==> src/rtl/seq_div_pkg.sv <==
// Shared types and constants for the sequential repeated-subtraction divider.
package seq_div_pkg;

  localparam int DIV_W = 8;

  typedef enum logic [1:0] {
    IDLE = 2'd0,
    SUB  = 2'd1,
    DONE = 2'd2
  } div_state_t;

endpackage

==> src/rtl/div_datapath.sv <==
// Divider datapath: remainder/divisor/quotient registers, comparator,
// subtractor and quotient incrementer, steered by the controlpath.
module div_datapath #(
  parameter int W = 8
) (
  input  logic         clk,
  input  logic         rst,
  input  logic         ld,
  input  logic         sub_en,
  input  logic         ld_zero,
  input  logic [W-1:0] a,
  input  logic [W-1:0] b,
  output logic         r_ge_d,
  output logic [W-1:0] quotient,
  output logic [W-1:0] remainder,
  output logic         div_by_zero
);

  logic [W-1:0] r;
  logic [W-1:0] d;
  logic [W-1:0] q;
  logic         dz;

  assign r_ge_d = (r >= d);

  // The results are architecturally visible from reset, so data registers clear too.
  always_ff @(posedge clk) begin
    if (rst) begin
      r  <= '0;
      d  <= '0;
      q  <= '0;
      dz <= 1'b0;
    end else if (ld_zero) begin
      r  <= a;
      d  <= b;
      q  <= '1;
      dz <= 1'b1;
    end else if (ld) begin
      r  <= a;
      d  <= b;
      q  <= '0;
      dz <= 1'b0;
    end else if (sub_en) begin
      r  <= r - d;
      q  <= q + W'(1);
    end
  end

  assign quotient    = q;
  assign remainder   = r;
  assign div_by_zero = dz;

endmodule

==> src/rtl/seq_divider.sv <==
// Sequential unsigned divider: start/done handshake controlpath driving a
// repeated-subtraction datapath, one subtraction per clock.
module seq_divider
  import seq_div_pkg::*;
#(
  parameter int W = DIV_W
) (
  input  logic         clk,
  input  logic         rst,
  input  logic         start,
  input  logic [W-1:0] a,
  input  logic [W-1:0] b,
  output logic [W-1:0] quotient,
  output logic [W-1:0] remainder,
  output logic         done,
  output logic         busy,
  output logic         div_by_zero
);

  div_state_t state;
  div_state_t state_nx;
  logic       accept;
  logic       b_zero;
  logic       ld;
  logic       ld_zero;
  logic       sub_en;
  logic       r_ge_d;

  assign accept  = (state == IDLE) && start;
  assign b_zero  = (b == '0);
  assign ld      = accept && !b_zero;
  assign ld_zero = accept && b_zero;
  assign sub_en  = (state == SUB) && r_ge_d;

  always_comb begin
    state_nx = state;
    case (state)
      IDLE:    if (start) state_nx = b_zero ? DONE : SUB;
      SUB:     if (!r_ge_d) state_nx = DONE;
      DONE:    state_nx = IDLE;
      default: state_nx = IDLE;
    endcase
  end

  always_ff @(posedge clk) begin
    if (rst) state <= IDLE;
    else     state <= state_nx;
  end

  assign done = (state == DONE);
  assign busy = (state != IDLE);

  div_datapath #(.W(W)) u_dp (
    .clk         (clk),
    .rst         (rst),
    .ld          (ld),
    .sub_en      (sub_en),
    .ld_zero     (ld_zero),
    .a           (a),
    .b           (b),
    .r_ge_d      (r_ge_d),
    .quotient    (quotient),
    .remainder   (remainder),
    .div_by_zero (div_by_zero)
  );

endmodule

==> config.mk <==
export PLATFORM = sky130hd
export DESIGN_NAME = seq_divider
export DESIGN_NICKNAME = d
export VERILOG_FILES = /design/src/rtl/seq_div_pkg.sv /design/src/rtl/div_datapath.sv /design/src/rtl/seq_divider.sv
export SDC_FILE = /design/constraint.sdc
export NUM_CORES = 1
export LEC_CHECK = 0
export ABC_CLOCK_PERIOD_IN_PS = 2450
export BUFFER_PORTS_ARGS = -buffer_cell sky130_fd_sc_hd__buf_2
export CAP_MARGIN = 20
export CORE_MARGIN = 2
export CORE_UTILIZATION = 48
export DETAILED_ROUTE_END_ITERATION = 10
export PLACE_DENSITY = 0.84
export SKIP_CTS_REPAIR_TIMING = 1
export SLEW_MARGIN = 20
export SYNTH_ARGS = -nofsm -noshare
export SYNTH_HDL_FRONTEND = slang
export SYNTH_SLANG_ARGS = --single-unit
==> constraint.sdc <==
create_clock -name clk -period 2.45 [get_ports clk]
set_clock_uncertainty 0.2 [all_clocks]
set_input_delay 0.3675 -clock clk [delete_from_list [all_inputs] [get_ports clk]]
set_output_delay 0.3675 -clock clk [all_outputs]
set_load 0.02 [all_outputs]
# Word level (Yosys, flattened, before mapping)
# Index checks and enable logic that the tools add are counted.
# W data, S select, Z words.
[word_totals]
register_bits = 27
out_inout_bits = 19
input_bits = 19
wordCells = 37
[op_classes]
magnitude_cmp = 1
n_eq_ne = 4
n_reduce_logical = 11
add_sub_neg = 2
muxes = 14
[ops]
columns = ["cell", "n"]
rows = [
  ["$mux W8", 8],
  ["$add A8 B1 Y8 const B", 1],
  ["$ge A8 B8 Y1", 1],
  ["$logic_not A8 Y1", 1],
  ["$sub A8 B8 Y8", 1],
  ["$mux W2", 3],
  ["$logic_and A1 B1 Y1", 4],
  ["$ne A2 B2 Y1 const B", 2],
  ["$pmux W2 S2", 1],
  ["$reduce_bool A2 Y1", 2],
  ["$reduce_bool A3 Y1", 1],
  ["$eq A2 B1 Y1 const B", 1],
  ["$eq A2 B2 Y1 const B", 1],
  ["$logic_not A2 Y1", 1],
  ["$mux W1", 2],
  ["$reduce_and A2 Y1", 1],
  ["$logic_not A1 Y1", 1],
]

# Logic depth before layout (Yosys ltp)
# Gate-level depths: netlist of run 1.
[depth]
ltp_word = 5
depth_mapped = 10
ltp_nobuf = 9

# Modules after synthesis
# Synthesis of run 1 repeated with hierarchy kept, for this count alone.
[unflattened]
hier_cells = 194
hier_area_um2 = 1617.8
[modules_own_cells]
columns = ["module", "area_each_um2", "cells_per_inst", "seq_area_each_um2", "n_inst"]
rows = [
  ["div_datapath", 1462.7, 177, 500.5, 1],
  ["seq_divider", 155.1, 17, 40.0, 1],
]

# Least setup slack after synthesis of run 1
# No wires, ideal clock.
[synth_path]
kind = "register to register"
start = "register u_dp.r[0], in the netlist u_dp.remainder[0]"
end = "register u_dp.q[5], in the netlist u_dp.quotient[5]"
setup_time_ns = 0.074
period_less_slack_ns = 2.475
path_buffers = 0
path_slack_ns = -0.025
required_ns = 2.176
stages_incl_launch_ff = 10
arrival_ns = 2.201
cell_sequence = "dfxtp_1 > inv_1 > ha_1 > inv_1 > fa_1 > nand3_1 > a311oi_4 > o2111ai_2 > or4_1 > a31oi_1"
[synth_between]
elab_chain_len = 3
[synth_lines]
columns = ["element", "line", "source"]
rows = [
  ["start: declaration", "div_datapath.sv:19", "logic [W-1:0] r;"],
  ["start signal: assignment", "div_datapath.sv:44", "r <= r - d;"],
  ["$ge A8 B8 Y1", "div_datapath.sv:24", "assign r_ge_d = (r >= d);"],
  ["$logic_and A1 B1 Y1", "seq_divider.sv:33", "assign sub_en = (state == SUB) && r_ge_d;"],
  ["$reduce_bool A3 Y1 (no source line)", "--", ""],
  ["end signal: assignment", "div_datapath.sv:45", "q <= q + W'(1);"],
  ["end: declaration", "div_datapath.sv:21", "logic [W-1:0] q;"],
]
# No other way between the ends.
# A chain may end at the register's enable or synchronous reset.

# Worst setup path in the final report of run 1
# Ends and elaborated chain as after synthesis.

==> out/qor.txt, run 1 <==
======================================================================================
Setup slack, reg-to-reg                                                       -0.03 ns
Status                                                                    complete, but fails checks
Sink count of the clock tree                                                        27
Top cells by area in the synthesized netlist                              sky130_fd_sc_hd__dfxtp_1, sky130_fd_sc_hd__ha_1, sky130_fd_sc_hd__a21oi_1
Clock buffers created by TritonCTS                                                   3
H-tree depth                                                                         1
Capturing point of the worst reg2reg path                                 u_dp.quotient[5]
Area inside the core boundary                                                 3080 µm²
Utilization of the core after routing                                            68.8%
Unrepaired setup endpoints after global routing                                   true
Data required, critical path                                                   2.52 ns
Primary flip-flop cell chosen by synthesis mapping                        sky130_fd_sc_hd__dfxtp_1
Total vias in the final route                                                     1684
Violated checks                                                           setup timing
Place WS                                                                    -0.0912 ns
Final Wtd Congestion                                                             0.896
Aggregate global-route resource usage                                            22.4%
Area of the die                                                               3760 µm²
Pin count of the biggest net entering global routing                                22
Post-synthesis async set-or-reset flop share                                        0%
Number of antenna violations at the first check in global routing                    0
Critical Setup Path Class                                                 register to register
Max-capacitance violation count                                                      0
Most repeated library cell on the critical path                           sky130_fd_sc_hd__inv_2
Number of global-route vias before repair                                         1481
Synthesized area per cell                                                     7.97 µm²
Wire length of the first global-routing pass                                   6380 µm
CTS tree                                                                           yes
WHS Path Cells                                                                       3
NetSw                                                                         0.760 mW
Most frequent cells in the layout                                         sky130_fd_sc_hd__buf_2, sky130_fd_sc_hd__nand2_1, sky130_fd_sc_hd__a21oi_1
Ratio of final minimum period to clock period                                     101%
Max-slew violation total from the final report                                       0
Fraction of final layout cells with drive strength greater than 1                36.7%
Worst min path class                                                      input pin to register
Clk pwr share                                                                    10.9%
Detail Placement HPWL                                                          3000 µm
Insertion delay to the later sink of the worst-skew pair                       0.33 ns
Syn. warnings                                                                        0
Largest buffer count on any clock path                                               2
Nets in the synthesized netlist                                                    227
Worst hold path startpoint                                                        b[6]
Clock tree root driver cell                                               sky130_fd_sc_hd__clkbuf_4
Diode insertion count for antenna repair                                             0
Comb power frac                                                                  56.6%
Post-synthesis instance area                                                  1580 µm²
Yosys reg bits                                                                      27
Maximum clock frequency                                                        403 MHz
Routed len/inst                                                                15.2 µm
Reg2Reg Depth                                                                       10
Effective utilization at floorplan                                               51.3%
Number of unique standard cell types used by synthesis                              43
Global route overflow                                                                0
Chip width                                                                     61.3 µm
Critical path endpoint category                                               register
Min Clock Period, post-route                                                   2.48 ns
Top-level port count                                                                38
Critical path buffer and inverter count                                              3
Number of flops mapped to enable cells by yosys                                      0
Pwr dens                                                                    842 nW/µm²
Count of final hold-check violations                                                 0
Portion of the post-synthesis area used by sequential elements                   34.3%
Hold Path End                                                                u_dp.d[6]
Cell count after placement                                                         281
TNS Setup                                                                   -0.0343 ns
Launching point of the worst reg2reg path                                 u_dp.remainder[0]
Worst endpoint data arrival time                                               2.56 ns
CP max stage delay                                                             0.52 ns
Std-Cell Rows                                                                       20
Actual transition at the worst max-transition pin                             0.708 ns
Fraction of power spent switching nets                                           42.6%
Register share of total power                                                    32.5%
Critical Path, Cell by Cell                                               inv_2, ha_4, inv_2, fa_2, nand3_4, a311oi_4, buf_6, o2111ai_4, or4_4, a31oi_1
Via density                                                                       5.71
Cell Count, Final, Fillers Out                                                     295
Nets                                                                               281
Leakage                                                                       0.896 nW
Drc violations                                                                       0
Routed wire length                                                             4480 µm
Drt initial violations                                                              93
Most common cell after layout, fill and taps aside                        sky130_fd_sc_hd__buf_2
# setup viols final                                                                  1
CP top delay family                                                       simple AND/OR/NAND/NOR gates
Register clock-pin slew on the reported worst setup and hold paths             0.15 ns
Library cell with the largest summed area after synthesis                 sky130_fd_sc_hd__dfxtp_1
Post-synthesis cell count                                                          198
Final setup slack of the worst path                                         -0.0343 ns
Signed area change from the synthesized netlist to the final layout              34.3%
Post-route antenna net violation count                                               0
Largest fanout on the critical path                                                  6
Vert. Die Dim                                                                  61.3 µm
Internal power                                                                 1.02 mW
Power, Total                                                                   1.78 mW
Headroom to the max-slew limit                                                   52.7%
Kind of start point of the critical path                                      register
TritonRoute pass-1 iters                                                             4
Port Buffers                                                                        37
Fraction of synthesized cell area taken by the top area cell type                34.3%
Library cell contributing the largest single delay on the critical path   sky130_fd_sc_hd__or4_4
Maximum vdd ir drop                                                           0.565 mV
======================================================================================
## worst reg2reg max path: cells and delay by family, from the launching register on
| kind | cells | cell delay [ns] |
|---|---|---|
| flops | 1 | 0.37 |
| buf+inv | 3 | 0.29 |
| compound gates | 3 | 0.57 |
| fa+ha+maj | 2 | 0.40 |
| simple gates | 2 | 0.62 |
## cell type report
cell class	instances	area (µm²)
clock buffers	3	22.5
clock inverters	1	5.00
fillers	266	960
inverters	13	48.8
multi-input cells	150	1080
flip-flops and latches	27	553
well taps	44	55.1
repair buffers	57	352
## flip-flops by register name, indices dropped and copies added (netlist names)
signal            cells
u_dp.remainder        8
state                 2
u_dp.quotient         8
u_dp.d                8
u_dp.div_by_zero      1
## per-stage QoR
stage | area, µm² | hold slack (ns)
finish | 2120 | 0.0710
floorplan | 1580 | 0.236
global route | 2120 | 0.0624
detailed placement | 1870 | 0.249
CTS | 1900 | 0.0641
global placement | 1870 | 0.243
## per-layer routing
layer	track usage [%]	vias to the layer above	wire, µm
li1	-	817	-
met1	28.2	776	1870
met2	38.9	77	2210
met3	5.04	14	290
met4	5.47	0	108
met5	0	-	0
## power groups by stage
stage | Combinational (mW) | Sequential (mW) | Clock, mW
6_report | 1.01 | 0.579 | 0.194
5_1_grt | 1.09 | 0.588 | 0.221
4_1_cts | 0.778 | 0.563 | 0.199
3_5_place_dp | 0.774 | 0.573 | 0
3_3_place_gp | 0.756 | 0.571 | 0
2_1_floorplan | 0.500 | 0.616 | 0
## worst max path at each step
stage | startpoint | to | slack (ns) | cells after the start
2_1_floorplan | u_dp.remainder[0] | u_dp.quotient[5] | 0.002 | 9
3_3_place_gp | u_dp.d[3] | u_dp.remainder[6] | 0.01 | 8
3_5_place_dp | u_dp.d[3] | u_dp.remainder[6] | -0.09 | 8
4_1_cts | u_dp.d[3] | u_dp.remainder[4] | -0.14 | 8
5_1_grt | u_dp.remainder[0] | u_dp.quotient[5] | -0.15 | 10
6_report | u_dp.remainder[0] | u_dp.quotient[5] | -0.03 | 10
## cells by family after synthesis
kind of cell	Yosys count	synth area share, %
AO/OA/AOI/OAI	57	25.1
flip-flops	27	34.3
multiplexers	2	1.27
AND/OR/NAND/NOR	75	22.6
buffers and inverters	21	5.07
adder cells (fa/ha/maj)	10	8.41
XOR/XNOR	6	3.33
## Yosys cell counts, drive strengths merged (4+ instances only)
cell,number
nor2,16
buf,5
nor2b,4
a21oi,22
and3,5
o2111ai,4
dfxtp,27
ha,9
a31oi,4
o211ai,6
nor3,4
o21ai,6
nand2,29
inv,13
Note: power is estimated with default switching activity, not from simulation.
==> run 2, diff against run 1 <==
--- a/config.mk
+++ b/config.mk
@@ -12,2 +12,3 @@
 export CORE_UTILIZATION = 48
+export CTS_CLUSTER_SIZE = 10
 export DETAILED_ROUTE_END_ITERATION = 10
==> constraint.sdc (replaced) <==
create_clock -name clk -period 2.45 [get_ports clk]
set_clock_uncertainty 0.2 [all_clocks]
set_input_delay 0.49 -clock clk [delete_from_list [all_inputs] [get_ports clk]]
set_output_delay 0.49 -clock clk [all_outputs]
set_load 0.02 [all_outputs]
==> run 2 against run 1 <==
  * The flow still finishes with violations (setup timing)
  * Combinational power decreased by 6%
  * Setup slack got worse by 0.0039 ns
  * Wire length decreased by 4.6%
  * Critical path depth unchanged
  * Largest power group unchanged
==> out/qor.txt, run 2 (synthesized netlist as in run 1, its figures left out) <==
======================================================================================
Ratio of final minimum period to clock period                                     102%   was 101%
Critical path endpoint category                                               register   unchanged
Power, Total                                                                   1.73 mW   was 1.78 mW
Number of antenna violations at the first check in global routing                    0   unchanged
Max-slew violation total from the final report                                       0   unchanged
CP top delay family                                                       simple AND/OR/NAND/NOR gates   unchanged
Pin count of the biggest net entering global routing                                23   was 22
Effective utilization at floorplan                                               51.3%   unchanged
Global route overflow                                                                0   unchanged
Utilization of the core after routing                                            66.9%   was 68.8%
Maximum vdd ir drop                                                           0.406 mV   was 0.565 mV
CP max stage delay                                                             0.51 ns   was 0.52 ns
Worst min path class                                                      input pin to register   unchanged
Wire length of the first global-routing pass                                   6400 µm   was 6380 µm
Std-Cell Rows                                                                       20   unchanged
Worst endpoint data arrival time                                               2.57 ns   was 2.56 ns
Kind of start point of the critical path                                      register   unchanged
Insertion delay to the later sink of the worst-skew pair                       0.34 ns   was 0.33 ns
Top-level port count                                                                38   unchanged
Unrepaired setup endpoints after global routing                                   true   unchanged
Vert. Die Dim                                                                  61.3 µm   unchanged
Register clock-pin slew on the reported worst setup and hold paths             0.15 ns   about the same
TritonRoute pass-1 iters                                                             4   unchanged
Area inside the core boundary                                                 3080 µm²   unchanged
Cell count after placement                                                         281   unchanged
NetSw                                                                         0.752 mW   was 0.760 mW
Clk pwr share                                                                    12.0%   was 10.9%
Diode insertion count for antenna repair                                             0   unchanged
# setup viols final                                                                  1   unchanged
Detail Placement HPWL                                                          2970 µm   was 3000 µm
Number of global-route vias before repair                                         1454   was 1481
Register share of total power                                                    33.2%   was 32.5%
Status                                                                    complete, but fails checks   unchanged
H-tree depth                                                                         1   unchanged
Most frequent cells in the layout                                         sky130_fd_sc_hd__buf_2, sky130_fd_sc_hd__nand2_1, sky130_fd_sc_hd__a21oi_1, sky130_fd_sc_hd__dfxtp_1, sky130_fd_sc_hd__nor2_1   was sky130_fd_sc_hd__buf_2, sky130_fd_sc_hd__nand2_1, sky130_fd_sc_hd__a21oi_1
Data required, critical path                                                   2.53 ns   was 2.52 ns
Most repeated library cell on the critical path                           sky130_fd_sc_hd__inv_2   unchanged
Internal power                                                                0.977 mW   was 1.02 mW
Headroom to the max-slew limit                                                   57.9%   was 52.7%
Fraction of final layout cells with drive strength greater than 1                33.6%   was 36.7%
Post-route antenna net violation count                                               0   unchanged
Most common cell after layout, fill and taps aside                        sky130_fd_sc_hd__buf_2   unchanged
Clock buffers created by TritonCTS                                                   3   unchanged
Drt initial violations                                                             111   was 93
Placement-stage cell area                                                     1870 µm²   unchanged
Summed area of non-filler cells in the final layout                           2060 µm²   was 2120 µm²
Max-capacitance violation count                                                      0   unchanged
Routed len/inst                                                                14.7 µm   was 15.2 µm
Final setup slack of the worst path                                         -0.0382 ns   was -0.0343 ns
Total vias in the final route                                                     1629   was 1684
Count of final hold-check violations                                                 0   unchanged
Aggregate global-route resource usage                                            22.6%   was 22.4%
Port Buffers                                                                        37   unchanged
Critical Path, Cell by Cell                                               inv_2, ha_4, inv_2, fa_2, nand3_4, a311oi_4, buf_6, o2111ai_4, or4_1, a31oi_1   was inv_2, ha_4, inv_2, fa_2, nand3_4, a311oi_4, buf_6, o2111ai_4, or4_4, a31oi_1
Largest fanout on the critical path                                                  6   unchanged
Leakage                                                                       0.868 nW   was 0.896 nW
Comb power frac                                                                  54.8%   was 56.6%
Signed area change from the synthesized netlist to the final layout              30.5%   was 34.3%
Critical Setup Path Class                                                 register to register   unchanged
CTS tree                                                                           yes   unchanged
Critical path buffer and inverter count                                              3   unchanged
Drc violations                                                                       0   unchanged
Nets                                                                               277   was 281
Library cell contributing the largest single delay on the critical path   sky130_fd_sc_hd__or4_1   was sky130_fd_sc_hd__or4_4
Routed wire length                                                             4270 µm   was 4480 µm
Via density                                                                       5.60   was 5.71
Maximum clock frequency                                                        402 MHz   was 403 MHz
Min Clock Period, post-route                                                   2.49 ns   was 2.48 ns
Pwr dens                                                                    839 nW/µm²   was 842 nW/µm²
Final Wtd Congestion                                                             0.898   was 0.896
Clock tree root driver cell                                               sky130_fd_sc_hd__clkbuf_4   unchanged
Area of the die                                                               3760 µm²   unchanged
Fraction of power spent switching nets                                           43.5%   was 42.6%
Largest buffer count on any clock path                                               2   unchanged
Cell Count, Final, Fillers Out                                                     291   was 295
Chip width                                                                     61.3 µm   unchanged
Sink count of the clock tree                                                        27   unchanged
Violated checks                                                           setup timing   unchanged
Actual transition at the worst max-transition pin                             0.631 ns   was 0.708 ns
Place WS                                                                     -0.106 ns   was -0.0912 ns
======================================================================================
run 2: power by group through the flow:
stage,Clock (mW),Combinational (mW),Sequential [mW]
2_1_floorplan,0,0.500,0.616
3_3_place_gp,0,0.756,0.571
3_5_place_dp,0,0.771,0.573
4_1_cts,0.200,0.777,0.563
5_1_grt,0.217,1.03,0.585
6_report,0.207,0.947,0.574
run 2: metrics by stage:
step / hold slack (ns) / TNS [ns]
global route: 0.175 / -0.391
global placement: 0.243 / 0
detailed placement: 0.248 / -0.254
CTS: 0.176 / -0.458
finish: 0.164 / -0.0382
floorplan: 0.236 / 0
run 2: path summary, 6_finish.rpt:
| kind | startpoint | to | slack, ns | cells after the start |
|---|---|---|---|---|
| min reg2reg | u_dp.d[2] | u_dp.d[2] | 0.26 | 2 |
| max | u_dp.remainder[0] | u_dp.quotient[5] | -0.04 | 10 |
| min | b[6] | u_dp.d[6] | 0.16 | 3 |
| max reg2reg | u_dp.remainder[0] | u_dp.quotient[5] | -0.04 | 10 |
run 2: area by class of cell:
type,instances,area [µm²]
Fill cell,258,1020
Multi-Input combinational cell,150,1070
Timing Repair Buffer,53,309
Tap cell,44,55.1
Clock inverter,1,5.00
Sequential cell,27,548
Clock buffer,3,22.5
Inverter,13,48.8
run 2: worst reg2reg max path, stage by stage, from the launching register on:
cell	delay (ns)
sky130_fd_sc_hd__dfxtp_2	0.37
sky130_fd_sc_hd__inv_2	0.05
sky130_fd_sc_hd__ha_4	0.15
sky130_fd_sc_hd__inv_2	0.05
sky130_fd_sc_hd__fa_2	0.24
sky130_fd_sc_hd__nand3_4	0.11
sky130_fd_sc_hd__a311oi_4	0.28
sky130_fd_sc_hd__buf_6	0.18
sky130_fd_sc_hd__o2111ai_4	0.13
sky130_fd_sc_hd__or4_1	0.51
sky130_fd_sc_hd__a31oi_1	0.16
run 2: metal layers:
layer	wire, µm	part of all wire [%]	GRT usage, %	up-vias
met1	1960	46	30.2	755
met5	0	0	0	-
met4	36	0.84	6.08	0
met2	2030	48	37.7	61
li1	-	-	-	808
met3	249	5.8	3.99	5
==> run 3, diff against run 2 <==
CORE_UTILIZATION = 42   (was 48)
PLACE_DENSITY = 0.76   (was 0.84)
==> run 3 against run 2 <==
  * Sequential share of layout area fell by 0.57 points
  * First-iteration DRC count grew 5.4%
  * Maximum frequency is 4.8% higher
  * Core utilization decreased by 9.1 points
  * Global-route usage is 2.9 points lower
  * The run now ends clean
  * Setup slack improved by 0.11 ns
  * Largest cell class unchanged
==> out/qor.txt, run 3 (synthesized netlist as in run 1, its figures left out) <==
==================================================================================
Chip width                                                                 65.3 µm   was 61.3 µm
Effective utilization at floorplan                                           43.4%   was 51.3%
Critical path endpoint category                                           register   unchanged
Summed area of non-filler cells in the final layout                       2100 µm²   was 2060 µm²
Reg2Reg Depth                                                                    6   was 10
Insertion delay to the later sink of the worst-skew pair                   0.27 ns   was 0.34 ns
Max-capacitance violation count                                                  0   unchanged
Post-route antenna net violation count                                           0   unchanged
Std-Cell Rows                                                                   22   was 20
Routed wire length                                                         4330 µm   was 4270 µm
Count of final hold-check violations                                             0   unchanged
Vert. Die Dim                                                              65.3 µm   was 61.3 µm
Maximum vdd ir drop                                                       0.333 mV   was 0.406 mV
Actual transition at the worst max-transition pin                         0.462 ns   was 0.631 ns
CTS tree                                                                       yes   unchanged
Pwr dens                                                                849 nW/µm²   was 839 nW/µm²
Final Wtd Congestion                                                         0.869   was 0.898
Detail Placement HPWL                                                      2970 µm   about the same
Setup slack, reg-to-reg                                                    0.08 ns   was -0.04 ns
Wire length of the first global-routing pass                               6670 µm   was 6400 µm
Diode insertion count for antenna repair                                         0   unchanged
Number of global-route vias before repair                                     1509   was 1454
Port Buffers                                                                    37   unchanged
Critical Setup Path Class                                             register to register   unchanged
Fraction of final layout cells with drive strength greater than 1            34.9%   was 33.6%
Multi-input gate area in the final layout                                 1080 µm²   was 1070 µm²
Total vias in the final route                                                 1654   was 1629
Drt initial violations                                                         117   was 111
Pin count of the biggest net entering global routing                            25   was 23
Headroom to the max-slew limit                                               69.2%   was 57.9%
Worst Setup EP                                                        u_dp.quotient[5]   unchanged
Min Clock Period, post-route                                               2.37 ns   was 2.49 ns
Clock tree root driver cell                                           sky130_fd_sc_hd__clkbuf_8   was sky130_fd_sc_hd__clkbuf_4
Power, Total                                                               1.78 mW   was 1.73 mW
Data required, critical path                                               2.45 ns   was 2.53 ns
Worst min path class                                                  input pin to register   unchanged
Fillers                                                                        341   was 258
Signed area change from the synthesized netlist to the final layout          33.1%   was 30.5%
Ratio of final minimum period to clock period                                96.9%   was 102%
Most frequent cells in the layout                                     sky130_fd_sc_hd__buf_2, sky130_fd_sc_hd__nand2_1, sky130_fd_sc_hd__dfxtp_1   was sky130_fd_sc_hd__buf_2, sky130_fd_sc_hd__nand2_1, sky130_fd_sc_hd__a21oi_1, sky130_fd_sc_hd__dfxtp_1, sky130_fd_sc_hd__nor2_1
Unrepaired setup endpoints after global routing                               true   unchanged
Aggregate global-route resource usage                                        19.7%   was 22.6%
# setup viols final                                                              0   was 1
Start point of the critical path                                      u_dp.remainder[1]   was u_dp.remainder[0]
Global route overflow                                                            0   unchanged
Maximum clock frequency                                                    421 MHz   was 402 MHz
Drc violations                                                                   0   unchanged
Utilization of the core after routing                                        57.8%   was 66.9%
Worst endpoint data arrival time                                           2.38 ns   was 2.57 ns
Placement-stage cell area                                                 1890 µm²   was 1870 µm²
Sink count of the clock tree                                                    27   unchanged
Register clock-pin slew on the reported worst setup and hold paths         0.09 ns   was 0.15 ns
Area inside the core boundary                                             3630 µm²   was 3080 µm²
Largest buffer count on any clock path                                           2   unchanged
H-tree depth                                                                     1   unchanged
Area of the die                                                           4260 µm²   was 3760 µm²
Routed len/inst                                                            14.6 µm   was 14.7 µm
Nets                                                                           279   was 277
Number of antenna violations at the first check in global routing                0   unchanged
Max-slew violation total from the final report                                   0   unchanged
Top-level port count                                                            38   unchanged
Largest fanout on the critical path                                              5   was 6
Via density                                                                   5.57   was 5.60
TritonRoute pass-1 iters                                                         4   unchanged
Most common cell after layout, fill and taps aside                    sky130_fd_sc_hd__buf_2   unchanged
Clock buffers created by TritonCTS                                               3   unchanged
Status                                                                finished, final reports clean   was complete, but fails checks
Leakage                                                                   0.885 nW   was 0.868 nW
Combined flip-flop and latch cell area                                     547 µm²   was 548 µm²
Kind of start point of the critical path                                  register   unchanged
Launching point of the worst reg2reg path                             u_dp.remainder[1]   was u_dp.remainder[0]
Capturing point of the worst reg2reg path                             u_dp.quotient[5]   unchanged
==================================================================================
-- run 3: final cells by class --
cell class                 instances  share of cell area (%)
multi-input combinational        150                    51.4
inverter                          13                    2.32
sequential                        27                    26.0
tap                               48                    2.86
timing repair buffer              55                    15.3
clock buffer                       4                    2.15
-- run 3: how the worst min path moves through the flow --
stage | startpoint | end | slack, ns | cells past startpoint
CTS | a[0] | u_dp.remainder[0] | 0.24 | 3
global placement | u_dp.d[4] | u_dp.d[4] | 0.24 | 2
detailed placement | u_dp.d[5] | u_dp.d[5] | 0.25 | 2
global route | a[0] | u_dp.remainder[0] | 0.24 | 3
floorplan | u_dp.d[1] | u_dp.d[1] | 0.24 | 2
finish | a[0] | u_dp.remainder[0] | 0.25 | 3
-- run 3: per-stage QoR --
| step | setup slack, ns | std cells | hold slack [ns] | TNS, ns |
|---|---|---|---|---|
| after floorplan | 0.00189 | 198 | 0.236 | 0 |
| after global placement | 0.0574 | 287 | 0.244 | 0 |
| final | 0.0750 | 297 | 0.247 | 0 |
| after CTS | -0.0302 | 291 | 0.237 | -0.122 |
| after global routing | -0.0118 | 297 | 0.243 | -0.0118 |
| after detailed placement | -0.0118 | 287 | 0.248 | -0.0126 |
-- run 3: power breakdown --
part           internal (mW)  switching [mW]  total, mW
clock                  0.117           0.138      0.255
sequential             0.504          0.0717      0.576
combinational          0.425           0.527      0.952
-- run 3: metal layers --
layer  vias to the layer above  global-route usage, %  wire, µm
li1                        813                      -         -
met1                       778                   24.4      1870
met2                        54                   34.9      2190
met3                         9                   3.08       222
met4                         0                   5.73        47
met5                         -                      0         0
-- run 3: worst max-delay path, cell delays in order (launching register included) --
cell and delay [ns]:
sky130_fd_sc_hd__dfxtp_1 0.41, sky130_fd_sc_hd__ha_4 0.31, sky130_fd_sc_hd__nand4_2 0.11, sky130_fd_sc_hd__a311oi_4 0.42
sky130_fd_sc_hd__o2111ai_2 0.19, sky130_fd_sc_hd__or4_4 0.49, sky130_fd_sc_hd__a31oi_1 0.17
